==> src/rtl/nqueen_solver_pkg.sv <==
// Shared types and helpers for the N-queens backtracking engine.
package nqueen_solver_pkg;

    // Controller states of the search / streaming engine
    typedef enum logic [2:0] {
        ST_IDLE      = 3'd0,
        ST_CHECK     = 3'd1,
        ST_SAFE      = 3'd2,
        ST_NEXT_COL  = 3'd3,
        ST_BACKTRACK = 3'd4,
        ST_EMIT      = 3'd5,
        ST_FINISH    = 3'd6
    } state_e;

    // Width of a row/column index for board size n (at least one bit)
    function automatic int idx_width(input int n);
        return (n <= 1) ? 1 : $clog2(n);
    endfunction

endpackage

==> src/rtl/nq_conflict.sv <==
// Combinational attack test between two queens: same column or same diagonal.
// Differences are formed one bit wider than the indices so they never wrap.
module nq_conflict #(
    parameter int RW = 3
) (
    input  logic [RW-1:0] row1,
    input  logic [RW-1:0] col1,
    input  logic [RW-1:0] row2,
    input  logic [RW-1:0] col2,
    output logic          conflict
);

    logic [RW:0] dcol_s;
    logic [RW:0] drow_s;

    // Absolute column and row distances, then the attack decision
    always_comb begin
        if (col1 >= col2) begin
            dcol_s = {1'b0, col1} - {1'b0, col2};
        end else begin
            dcol_s = {1'b0, col2} - {1'b0, col1};
        end
        if (row1 >= row2) begin
            drow_s = {1'b0, row1} - {1'b0, row2};
        end else begin
            drow_s = {1'b0, row2} - {1'b0, row1};
        end
        conflict = (col1 == col2) || (dcol_s == drow_s);
    end

endmodule

==> src/rtl/nqueen_solver.sv <==
// N-queens backtracking engine. One column index is held per row; placement
// of row r is checked against one earlier row per cycle. Solutions are
// streamed row by row as one-hot words over a valid/ready handshake.
module nqueen_solver
    import nqueen_solver_pkg::*;
#(
    parameter int N  = 8,
    parameter int CW = 16
) (
    input  logic                      clk,
    input  logic                      reset,
    input  logic                      start,
    input  logic                      find_all,
    input  logic                      out_ready,
    output logic                      out_valid,
    output logic [N-1:0]              out_data,
    output logic [idx_width(N)-1:0]   out_row,
    output logic                      out_last,
    output logic                      busy,
    output logic                      done,
    output logic                      found,
    output logic [CW-1:0]             sol_count
);

    localparam int RW    = idx_width(N);
    localparam int DEPTH = 2 ** RW;     // index space fully covered by RW bits
    localparam logic [RW-1:0] LAST = RW'(N - 1);

    state_e        state_q, state_d;
    logic [RW-1:0] r_q, r_d;
    logic [RW-1:0] k_q, k_d;
    logic [RW-1:0] i_q, i_d;
    logic [RW-1:0] col_q [DEPTH];
    logic [RW-1:0] col_d [DEPTH];
    logic          fa_q, fa_d;
    logic [CW-1:0] cnt_q, cnt_d;

    logic          out_valid_q, out_valid_d;
    logic [N-1:0]  out_data_q, out_data_d;
    logic [RW-1:0] out_row_q, out_row_d;
    logic          out_last_q, out_last_d;
    logic          busy_q, busy_d;
    logic          done_q, done_d;
    logic          found_q, found_d;

    logic          conflict_s;
    logic          accept_s;

    nq_conflict #(.RW(RW)) u_conflict (
        .row1     (k_q),
        .col1     (col_q[k_q]),
        .row2     (r_q),
        .col2     (col_q[r_q]),
        .conflict (conflict_s)
    );

    assign accept_s = out_valid_q && out_ready;

    // State register
    always_ff @(posedge clk or negedge reset) begin
        if (!reset) begin
            state_q <= ST_IDLE;
        end else begin
            state_q <= state_d;
        end
    end

    // Next-state and search datapath update
    always_comb begin
        state_d = state_q;
        r_d     = r_q;
        k_d     = k_q;
        i_d     = i_q;
        col_d   = col_q;
        fa_d    = fa_q;
        cnt_d   = cnt_q;
        case (state_q)
            ST_IDLE: begin
                if (start) begin
                    fa_d     = find_all;
                    cnt_d    = '0;
                    r_d      = '0;
                    col_d[0] = '0;
                    state_d  = ST_CHECK;
                end else begin
                    state_d = ST_IDLE;
                end
            end
            ST_CHECK: begin
                if (r_q == '0) begin
                    state_d = ST_SAFE;
                end else if (conflict_s) begin
                    state_d = ST_NEXT_COL;
                end else if (k_q == '0) begin
                    state_d = ST_SAFE;
                end else begin
                    k_d = k_q - RW'(1);
                end
            end
            ST_SAFE: begin
                if (r_q == LAST) begin
                    i_d     = '0;
                    state_d = ST_EMIT;
                end else begin
                    r_d                  = r_q + RW'(1);
                    col_d[r_q + RW'(1)]  = '0;
                    k_d                  = r_q;
                    state_d              = ST_CHECK;
                end
            end
            ST_NEXT_COL: begin
                if (col_q[r_q] == LAST) begin
                    state_d = ST_BACKTRACK;
                end else begin
                    col_d[r_q] = col_q[r_q] + RW'(1);
                    k_d        = r_q - RW'(1);
                    state_d    = ST_CHECK;
                end
            end
            ST_BACKTRACK: begin
                if (r_q == '0) begin
                    state_d = ST_FINISH;
                end else begin
                    r_d     = r_q - RW'(1);
                    state_d = ST_NEXT_COL;
                end
            end
            ST_EMIT: begin
                if (accept_s) begin
                    if (i_q == LAST) begin
                        cnt_d   = (&cnt_q) ? cnt_q : cnt_q + CW'(1);
                        state_d = fa_q ? ST_NEXT_COL : ST_FINISH;
                    end else begin
                        i_d = i_q + RW'(1);
                    end
                end else begin
                    i_d = i_q;
                end
            end
            ST_FINISH: begin
                state_d = ST_IDLE;
            end
            default: begin
                state_d = ST_IDLE;
            end
        endcase
    end

    // Output values for the coming cycle, derived from the next state
    always_comb begin
        out_valid_d = 1'b0;
        out_data_d  = '0;
        out_row_d   = '0;
        out_last_d  = 1'b0;
        if (state_d == ST_EMIT) begin
            out_valid_d = 1'b1;
            out_row_d   = i_d;
            out_last_d  = (i_d == LAST);
            for (int j = 0; j < N; j++) begin
                out_data_d[j] = (col_d[i_d] == RW'(j));
            end
        end else begin
            out_valid_d = 1'b0;
        end
        busy_d  = (state_d != ST_IDLE);
        done_d  = (state_d == ST_FINISH);
        found_d = (cnt_d != '0);
    end

    // Search datapath and registered outputs
    always_ff @(posedge clk or negedge reset) begin
        if (!reset) begin
            r_q         <= '0;
            k_q         <= '0;
            i_q         <= '0;
            fa_q        <= 1'b0;
            cnt_q       <= '0;
            for (int j = 0; j < DEPTH; j++) begin
                col_q[j] <= '0;
            end
            out_valid_q <= 1'b0;
            out_data_q  <= '0;
            out_row_q   <= '0;
            out_last_q  <= 1'b0;
            busy_q      <= 1'b0;
            done_q      <= 1'b0;
            found_q     <= 1'b0;
        end else begin
            r_q         <= r_d;
            k_q         <= k_d;
            i_q         <= i_d;
            fa_q        <= fa_d;
            cnt_q       <= cnt_d;
            col_q       <= col_d;
            out_valid_q <= out_valid_d;
            out_data_q  <= out_data_d;
            out_row_q   <= out_row_d;
            out_last_q  <= out_last_d;
            busy_q      <= busy_d;
            done_q      <= done_d;
            found_q     <= found_d;
        end
    end

    assign out_valid = out_valid_q;
    assign out_data  = out_data_q;
    assign out_row   = out_row_q;
    assign out_last  = out_last_q;
    assign busy      = busy_q;
    assign done      = done_q;
    assign found     = found_q;
    assign sol_count = cnt_q;

endmodule
==> config.mk <==
export PLATFORM = sky130hd
export DESIGN_NAME = nqueen_solver
export DESIGN_NICKNAME = d
export VERILOG_FILES = /design/src/rtl/nqueen_solver_pkg.sv /design/src/rtl/nq_conflict.sv /design/src/rtl/nqueen_solver.sv
export SDC_FILE = /design/constraint.sdc
export NUM_CORES = 1
export LEC_CHECK = 0
export CAP_MARGIN = 5
export CELL_PAD_IN_SITES_DETAIL_PLACEMENT = 0
export CELL_PAD_IN_SITES_GLOBAL_PLACEMENT = 1
export CORE_ASPECT_RATIO = 1.4
export CORE_MARGIN = 1.5
export CORE_UTILIZATION = 40
export DETAILED_ROUTE_END_ITERATION = 7
export PLACE_DENSITY = 0.72
export SETUP_SLACK_MARGIN = 0.4
export SYNTH_ARGS = -nofsm -noshare
export SYNTH_HDL_FRONTEND = slang
export SYNTH_SLANG_ARGS = --single-unit
==> constraint.sdc <==
create_clock -name clk -period 4.46 [get_ports clk]
set_input_delay 0.669 -clock clk [delete_from_list [all_inputs] [get_ports clk]]
set_output_delay 0.669 -clock clk [all_outputs]
set_load 0.03 [all_outputs]
; Yosys cells after proc, flatten, opt, wreduce, memory -nomap -nowiden
; Index checks and enable logic that the tools add are counted.
[word_totals]
n_memories = 0
word_cells = 143
mem_bits_rw = 0
reg_bits = 69
out_inout_bits = 32
latchBits = 0
in_bits = 5
mem_bits_ro = 0
[op_classes]
n_lt_le_gt_ge = 8
n_bitwise = 6
mul = 0
div = 0
n_addsub = 10
muxes = 55
eq_ne = 27
n_shift = 0
n_reduce_logical = 16
[op_table]
columns = operator, n
row1 = $mux W3, 30
row2 = $mux W16, 4
row3 = $mux W24, 2
row4 = $pmux W21 S2, 1
row5 = $eq A3 B3 Y1 const B, 12
row6 = $pmux W16 S2, 1
row7 = $bmux W3 S3, 3
row8 = $pmux W3 S3, 3
row9 = $and A24 B24 Y24, 1
row10 = $bwmux W24, 1
row11 = $not A24 Y24, 1
row12 = $demux W3 S3, 2
row13 = $pmux W3 S6, 1
row14 = $add A16 B1 Y16 const B, 1
row15 = $ge A4 B4 Y1 const B, 4
row16 = $not A3 Y4, 4
row17 = $reduce_and A16 Y1, 1
row18 = $reduce_bool A16 Y1, 1
row19 = $sub A3 B3 Y4, 4
row20 = $ne A2 B2 Y1 const B, 7
row21 = $eq A3 B2 Y1 const B, 4
row22 = $logic_not A3 Y1, 4
row23 = $add A3 B1 Y3 const B, 3
row24 = $reduce_bool A3 Y1, 3
row25 = other kinds (15), 24

; Depth between registers and ports, before layout
; Gate-level depths: netlist (run 1).
[depth]
depth_word = 15
ltp_mapped = 18
mapped_depth_nobuf = 16

; By module
; Synthesis (run 1) repeated with hierarchy kept, for this count alone.
[unflattened]
cells_unflattened = 551
area_unflattened_um2 = 5062.4
[modules_own_cells]
columns = mod, instances, area_per_inst_um2, cells_each, seq_area_each_um2
row1 = nqueen_solver, 1, 4465.5, 478, 1726.7
row2 = nq_conflict, 1, 596.8, 73, 0.0

; Worst setup path before layout (run 1)
; No wires, ideal clock.
[synth_timing]
path_type = register -> register
startpoint = register k_q[0]
endpoint = register k_q[0]
stages_incl_launch_ff = 15
t_arrival_ns = 3.828
path_buffers = 1
synth_period_minus_slack_ns = 3.964
slack_ns = 0.496
required_ns = 4.324
setup_time_ns = 0.136
path_cell_list = dfrtp_1 -> clkbuf_1 -> mux4_2 -> nand2_1 -> and2_1 -> inv_1 -> fa_1 -> inv_1 -> fa_1 -> a41oi_1 -> nand3_1 -> xnor2_1 -> nor4b_1 -> a21boi_0 -> mux2i_1
[synth_via]
elab_chain_cells = 10
word_cells_on_any_way = 24
classes_between = add/sub (5) / order compare (2) / eq/ne (4) / mux (9) / bitwise (1) / reduce/logical (3)
[synth_lines]
columns = element, line
row1 = start: declaration, nqueen_solver.sv:31  ; logic [RW-1:0] k_q, k_d;
row2 = start signal: assignment, nqueen_solver.sv:190  ; k_q <= k_d;
row3 = $not A3 Y4 (implied by the code), nqueen_solver.sv:51  ; .col1 (col_q[k_q]),
row4 = $bmux W3 S3, nqueen_solver.sv:51
row5 = $mux W3 (implied by the code) (2 in a row), nqueen_solver.sv:51
row6 = "$sub A3 B3 Y4, or another cell as far along", nq_conflict.sv:21  ; dcol_s = {1'b0, col2} - {1'b0, col1};
row7 = $mux W4, nq_conflict.sv:18  ; if (col1 >= col2) begin
row8 = $eq A4 B4 Y1, nq_conflict.sv:28  ; conflict = (col1 == col2) || (dcol_s == drow_s);
row9 = $logic_or A1 B1 Y1, nq_conflict.sv:28
row10 = $ne A2 B2 Y1 (no source line), n/a
row11 = $reduce_and A6 Y1 (no source line), n/a
; Several ways; a longest one is shown, not always the timed one. The select of a mux whose other input is x is not followed.
; A chain may end at the register's enable or synchronous reset.

; Final worst setup path (run 1)
[layout_timing]
startpoint = register r_q[1]
endpoint = register busy_q (netlist: busy)
[layout_via]
elab_chain_cells = 12
word_cells_on_any_way = 25
classes_between = add/sub (4) / order compare (2) / eq/ne (4) / mux (11) / bitwise (1) / reduce/logical (3)
[layout_lines]
columns = element, line
row1 = start: declaration, nqueen_solver.sv:30  ; logic [RW-1:0] r_q, r_d;
row2 = start signal: assignment, nqueen_solver.sv:189  ; r_q <= r_d;
row3 = $not A3 Y4 (implied by the code), "nqueen_solver.sv:53, nqueen_solver.sv:112"
row4 = $bmux W3 S3, "nqueen_solver.sv:53, nqueen_solver.sv:112"
row5 = $mux W3 (implied by the code) (2 in a row), "nqueen_solver.sv:53, nqueen_solver.sv:112"
row6 = "$sub A3 B3 Y4, or another cell as far along", nq_conflict.sv:21
row7 = $mux W4, nq_conflict.sv:18
row8 = $eq A4 B4 Y1, nq_conflict.sv:28
row9 = $logic_or A1 B1 Y1, nq_conflict.sv:28
row10 = $mux W3, nqueen_solver.sv:92  ; end else if (conflict_s) begin
row11 = $mux W3, nqueen_solver.sv:90  ; if (r_q == '0) begin
row12 = $pmux W3 S6 *, nqueen_solver.sv:77  ; case (state_q)
row13 = $reduce_bool A3 Y1 *, nqueen_solver.sv:165  ; busy_d = (state_d != ST_IDLE);
row14 = named net busy_d, nqueen_solver.sv:42  ; logic busy_q, busy_d;
row15 = end signal: assignment, nqueen_solver.sv:199  ; busy_q <= busy_d;
row16 = end: declaration, nqueen_solver.sv:42
; The timed path passes the listed nets; every way through them passes the cells marked *. The select of a mux whose other input is x is not followed.

==> flow_summary.ini, run 1 <==
[timing]
fin_crit_sh = 0.8659
tns_ns = 0
fmax_mhz = 258.9
setup_violations = 0
fin_crit_ns = 3.862
tightest_slew_ns = 0.8854
slew_violations = 0
timing_hold_violations_final = 0
maxSlewHeadroom = 0.4098
clock_skew_ns = 0.006633
rsz0062_at_grt = yes

[synth]
avgSynthCellArea_um2 = 9.178
ys.flop_type = dfrtp_1
synth_edf_count = 0
synthCells = 575
synth-seq-area-share = 0.3272
syn_area_mm2 = 0.005278
postSynthRegisterBits = 69
async_flop_share = 1.000
synth_warnings = 0
syn_nets = 608
yosysUniqueCellTypes = 78

[global_route]
grt_max_degree = 39
grt_pass1_vias = 4812
antenna_found_initial = 0
grt_pass1_wl_mm = 25.47
grt_use_total = 0.2364
grt_overflow = 0

[setup_path]
cpPeakStageDelay_ns = 0.60
crit_chain = mux4_2 > nand2_1 > o21ai_0 > ha_1 > inv_1 > fa_1 > inv_1 > fa_1 > nor3b_1 > a41oi_1 > nand3_1 > xnor2_1 > nor4b_2 > buf_4 > o311ai_1 > nand3b_1
path_class = flop to flop
crit_family = adder cells
arrival_ns = 4.07
cp_max_fo = 7
cp.required_ns = 4.67
startpoint_type = flop
end_kind = flop
cp_slowest_cell = mux4_2
path_buf_inv = 3

[floorplan]
die-height_um = 138.9
num_io_pins = 37
die-area_mm2 = 0.01390
coreArea_mm2 = 0.01287
die_x_um = 100.1
rows = 49
initial_core_util = 0.4099

[drt]
post_drt_wl_per_cell_um = 20.26
drc = 0
wirelength_mm = 15.58
vias = 4831
first_pass_iters = 5
routed_via_density = 6.282
ant_nets = 0
drt_iter0_markers = 417

[power_and_ir_drop]
p_leak_nw = 2.571
ir_drop_v = 0.0003500
p_per_area_mw_per_mm2 = 812.0
p_total_mw = 4.986

[clock_network]
cts_tree = yes
cts-root-buf = clkbuf_16
numCtsBuffers = 9
clock-sinks = 69
clock_path_buffers = 2
clock_latency_ns = 0.34
htreeDepth = 3
path_clk_slew_ns = 0.06
cts_hold_buf = 0

[placement]
numPortBuffers = 36
place_congestion = 0.9839
placed_area_mm2 = 0.005783
dp_hpwl_mm = 11.62

[layout]
regArea_mm2 = 0.001730
stdcell_area_mm2 = 0.006140
diodes = 0
nets = 644
drive_gt1_frac = 0.1396
fillers = 1266
multiInputGateArea_mm2 = 0.003316
area_delta_synth_final_pct = 16.33

[outcome]
status = completed

[min_path]
min_path_type = input port to asynchronous set/reset pin

[flow_run]
drv_cap = 0
==> cells in the final DEF, fill, tap and decap left out, types with 15 or more instances in the layout <==
cell type / count
nand2_1: 60
clkdlybuf4s50_1: 35
a21oi_1: 17
o21ai_0: 25
inv_1: 32
buf_4: 19
nand3_1: 28
ha_1: 21
dfrtp_1: 66
mux2i_1: 15
nor3_1: 15
nor2_1: 34
==> layout make-up <==
class	instances	area share
Clock buffer	9	0.03668
Tap cell	153	0.03118
Inverter	34	0.02079
Timing Repair Buffer	55	0.08111
Multi-Input combinational cell	442	0.5400
Sequential cell	69	0.2818
Clock inverter	7	0.008355
==> worst register-to-register path, stage by stage, from the launching register on <==
cell	delay, ns
dfrtp_1	0.43
mux4_2	0.60
nand2_1	0.10
o21ai_0	0.13
ha_1	0.21
inv_1	0.09
fa_1	0.17
inv_1	0.05
fa_1	0.46
nor3b_1	0.18
a41oi_1	0.18
nand3_1	0.12
xnor2_1	0.17
nor4b_2	0.17
buf_4	0.17
o311ai_1	0.39
nand3b_1	0.12
==> per-stage QoR <==
stage	util	instances	setup WS (ns)	hold WS (ns)
after global routing	0.4769	769	0.3529	0.5069
after floorplan	-	575	0.4965	0.3734
after global placement	0.4492	747	0.2858	0.4886
after CTS	0.4712	763	0.4136	0.4689
final	0.4769	769	0.5979	0.4514
after detailed placement	0.4492	747	0.3151	0.4914
==> sequential cells by signal (all words and copies together) (netlist names) <==
register	count
i_q	3
out_valid	1
busy	1
out_data	8
found	1
out_row	3
r_q	3
k_q	3
fa_q	1
done	1
out_last	1
sol_count	16
state_q	3
col_q	24
==> per-layer routing <==
layer | vias to the layer above | part of all wire | track usage
li1 | 2239 | - | -
met1 | 2374 | 0.42 | 0.3007
met2 | 169 | 0.49 | 0.3885
met3 | 49 | 0.042 | 0.03478
met4 | 0 | 0.043 | 0.1186
met5 | - | 0 | 0
==> where the power goes <==
part	switching [mW]	leakage [nW]	total, mW	internal [mW]
clock network	0.295	0.132	0.673	0.378
logic	1.88	1.57	3.30	1.42
registers	0.243	0.873	1.01	0.769
total	2.42	2.57	4.99	2.56
==> worst paths after layout <==
| check | from | to | slack [ns] | depth (start not counted) |
|---|---|---|---|---|
| worst max-delay path | r_q[1]$_DFFE_PN0P_ | busy$_DFF_PN0_ | 0.60 | 16 |
| worst min-delay path | reset | sol_count[8]$_DFF_PN0_ | 0.45 | 1 |
| worst max register to register | r_q[1]$_DFFE_PN0P_ | busy$_DFF_PN0_ | 0.60 | 16 |
| worst min register to register | fa_q$_DFFE_PN0P_ | fa_q$_DFFE_PN0P_ | 0.50 | 2 |
| max in group asynchronous | reset | r_q[2]$_DFFE_PN0P_ | 2.99 | 2 |
| min in group clk | fa_q$_DFFE_PN0P_ | fa_q$_DFFE_PN0P_ | 0.50 | 2 |
==> kinds of logic (layout without fill, tap and decap cells) <==
logic type                 after synthesis  count (layout)  synth area share
and+or+nand+nor                        239             239            0.2537
xor gates and xnor gates                 3               3          0.004980
AOI/OAI and AO/OA                      137             137            0.1920
buffers and inverters                   64             105           0.05050
muxes                                   35              35           0.09673
DFF                                     69              69            0.3272
adders and majority gates               28              28           0.07492
==> synth_stat cells, types with 12 or more instances <==
| cell | n | area share |
|---|---|---|
| a21oi_1 | 17 | 0.016 |
| and3_1 | 13 | 0.015 |
| buf_2 | 14 | 0.013 |
| clkbuf_1 | 12 | 0.0085 |
| dfrtp_1 | 69 | 0.33 |
| ha_1 | 22 | 0.052 |
| inv_1 | 32 | 0.023 |
| mux2i_1 | 15 | 0.028 |
| nand2_1 | 60 | 0.043 |
| nand3_1 | 28 | 0.027 |
| nor2_1 | 34 | 0.024 |
| nor3_1 | 15 | 0.014 |
| o21ai_0 | 25 | 0.024 |
==> what timing repair did <==
action,4_1_cts,5_1_grt
buffers inserted,0,6
cloned,0,0
pin swaps,0,1
setup endpoints to repair,13,14
endpoints found under the hold margin,0,0
resized for setup,2,9
No activity file was read; power rests on OpenSTA's default activity.
==> inputs of run 2 (changes only) <==
--- a/config.mk
+++ b/config.mk
@@ -6,13 +6,11 @@
 export NUM_CORES = 1
 export LEC_CHECK = 0
 export CAP_MARGIN = 5
-export CELL_PAD_IN_SITES_DETAIL_PLACEMENT = 0
-export CELL_PAD_IN_SITES_GLOBAL_PLACEMENT = 1
 export CORE_ASPECT_RATIO = 1.4
 export CORE_MARGIN = 1.5
 export CORE_UTILIZATION = 40
 export DETAILED_ROUTE_END_ITERATION = 7
-export PLACE_DENSITY = 0.72
+export PLACE_DENSITY = 0.59
 export SETUP_SLACK_MARGIN = 0.4
 export SYNTH_ARGS = -nofsm -noshare
 export SYNTH_HDL_FRONTEND = slang
==> run 2 against run 1 <==
  * Global-route usage fell by 0.58 points
  * Clock skew is 0.00076 ns lower
  * Register-to-register slack barely moved
  * Die area is the same
  * Critical path depth shrank 3
  * Hold slack better by 0.056 ns
  * Setup slack better by 0.0041 ns
  * Core utilization shrank 0.15 points
  * Sequential share of layout area increased by 0.086 points
  * First-iteration DRC count down 8.9%
  * Clock power rose by 16%
  * Non-clock buffer count decreased by 8
  * Critical path type unchanged
  * Critical endpoint is now out_data[6]$_DFF_PN0_
  * Largest cell class unchanged
==> flow_summary.ini, run 2 (same netlist as run 1, synthesis figures left out) <==
[drt]
ant_nets = 0
wirelength_mm = 15.45
drt_iter0_markers = 380
drc = 0
first_pass_iters = 6
post_drt_wl_per_cell_um = 20.30
routed_via_density = 6.284
vias = 4782

[floorplan]
die-height_um = 138.9
die_x_um = 100.1
rows = 49
die-area_mm2 = 0.01390
coreArea_mm2 = 0.01287
num_io_pins = 37
initial_core_util = 0.4099

[power_and_ir_drop]
p_leak_nw = 2.572
p_per_area_mw_per_mm2 = 819.7
ir_drop_v = 0.0002556
p_total_mw = 5.017

[layout]
diodes = 0
area_delta_synth_final_pct = 15.98
largest_reg_flops = 24
regMostFlops = col_q
layout_commonest_cell = dfrtp_1
stdcell_count = 761
nets = 636
layout_common_cells = dfrtp_1, nand2_1, clkdlybuf4s50_1, nor2_1, inv_1
drive_gt1_frac = 0.1201

[setup_path]
cp_slowest_cell = mux4_2
crit_top_cell = ha_1
startpoint_type = flop
end_kind = flop
cp.required_ns = 4.71
path_class = flop to flop
arrival_ns = 4.10
cpPeakStageDelay_ns = 0.57
crit_chain = mux4_2 > nand2_1 > o21ai_0 > buf_4 > ha_1 > ha_1 > nand4bb_1 > and3_1 > a211o_1 > a221oi_1 > o211ai_1 > o2111a_1 > nor3_1
cp_max_fo = 10
path_buf_inv = 1
crit_family = compound AO/OA/AOI/OAI gates

[global_route]
antenna_found_initial = 0
grt_use_total = 0.2306
grt_pass1_vias = 4705
grt_overflow = 0
grt_max_degree = 46
grt_pass1_wl_mm = 25.34

[placement]
dp_cells = 744
place_congestion = 0.9413
dp_hpwl_mm = 11.81
numPortBuffers = 36

[clock_network]
path_clk_slew_ns = 0.05
cts_tree = yes
htreeDepth = 3
clock-sinks = 69
clock_latency_ns = 0.33
clock_path_buffers = 2
numCtsBuffers = 9
cts-root-buf = clkbuf_16

[timing]
fmax_mhz = 259.2
tns_ns = 0
tightest_slew_ns = 1.017
clock_skew_ns = 0.005868
fin_crit_sh = 0.8650
setup_violations = 0
timing_hold_violations_final = 0
fin_crit_ns = 3.858
slew_violations = 0
rsz0062_at_grt = no
maxSlewHeadroom = 0.3222
timing.hold.ws_ns = 0.5075

[flow_run]
drv_cap = 0

[outcome]
status = completed

[min_path]
min_path_type = input port to asynchronous set/reset pin
## run 2: cell count changes in the layout (fill, tap and decap cells not counted), sizes merged
cell	previous run	this run
clkinvlp	2	0
clkinv	4	2
clkbuf	9	12
buf	20	12
inv	35	34
bufinv	0	2
## run 2: area by class of cell
type                            count  area [um2]
Fill cell                        1201        6754
Multi-Input combinational cell    442        3307
Sequential cell                    69        1730
Timing Repair Buffer               47       437.9
Clock buffer                       12       256.5
Tap cell                          153       191.4
Inverter                           34       127.6
Clock inverter                      4       70.07
## run 2: power breakdown
group          internal (mW)  switching, mW
Sequential             0.769          0.240
Combinational           1.37           1.86
Clock                  0.518          0.264
Total                   2.66           2.36
## run 2: layer usage
layer	track usage	up-vias	part of all wire
li1	-	2223	-
met1	0.2835	2335	0.40
met2	0.4082	199	0.53
met3	0.03629	25	0.046
met4	0.07487	0	0.022
met5	0	-	0
## run 2: repair_timing
action,4_1_cts,5_1_grt
pin swaps,0,0
setup endpoints to repair,2,14
hold buffers,0,0
setup buffers,0,1
resized for setup,1,8
## run 2: path summary, 6_finish.rpt
check	startpoint	end	slack, ns	depth (start not counted)
setup reg to reg	col_q[18]$_DFF_PN0_	out_data[6]$_DFF_PN0_	0.60	13
setup / recovery	col_q[18]$_DFF_PN0_	out_data[6]$_DFF_PN0_	0.60	13
min in group clk	fa_q$_DFFE_PN0P_	fa_q$_DFFE_PN0P_	0.51	2
hold / removal	reset	out_data[2]$_DFF_PN0_	0.51	1
max in group asynchronous	reset	r_q[0]$_DFFE_PN0P_	2.98	2
hold reg to reg	fa_q$_DFFE_PN0P_	fa_q$_DFFE_PN0P_	0.51	2
## run 2: metrics by stage
stage	setup slack (ns)	cell area [um2]	util
finish	0.6020	6121	0.4754
detailed placement	0.4202	5761	0.4474
global placement	0.4404	5761	0.4474
CTS	0.4191	6088	0.4729
global route	0.3989	6121	0.4754
floorplan	0.4965	5278	-
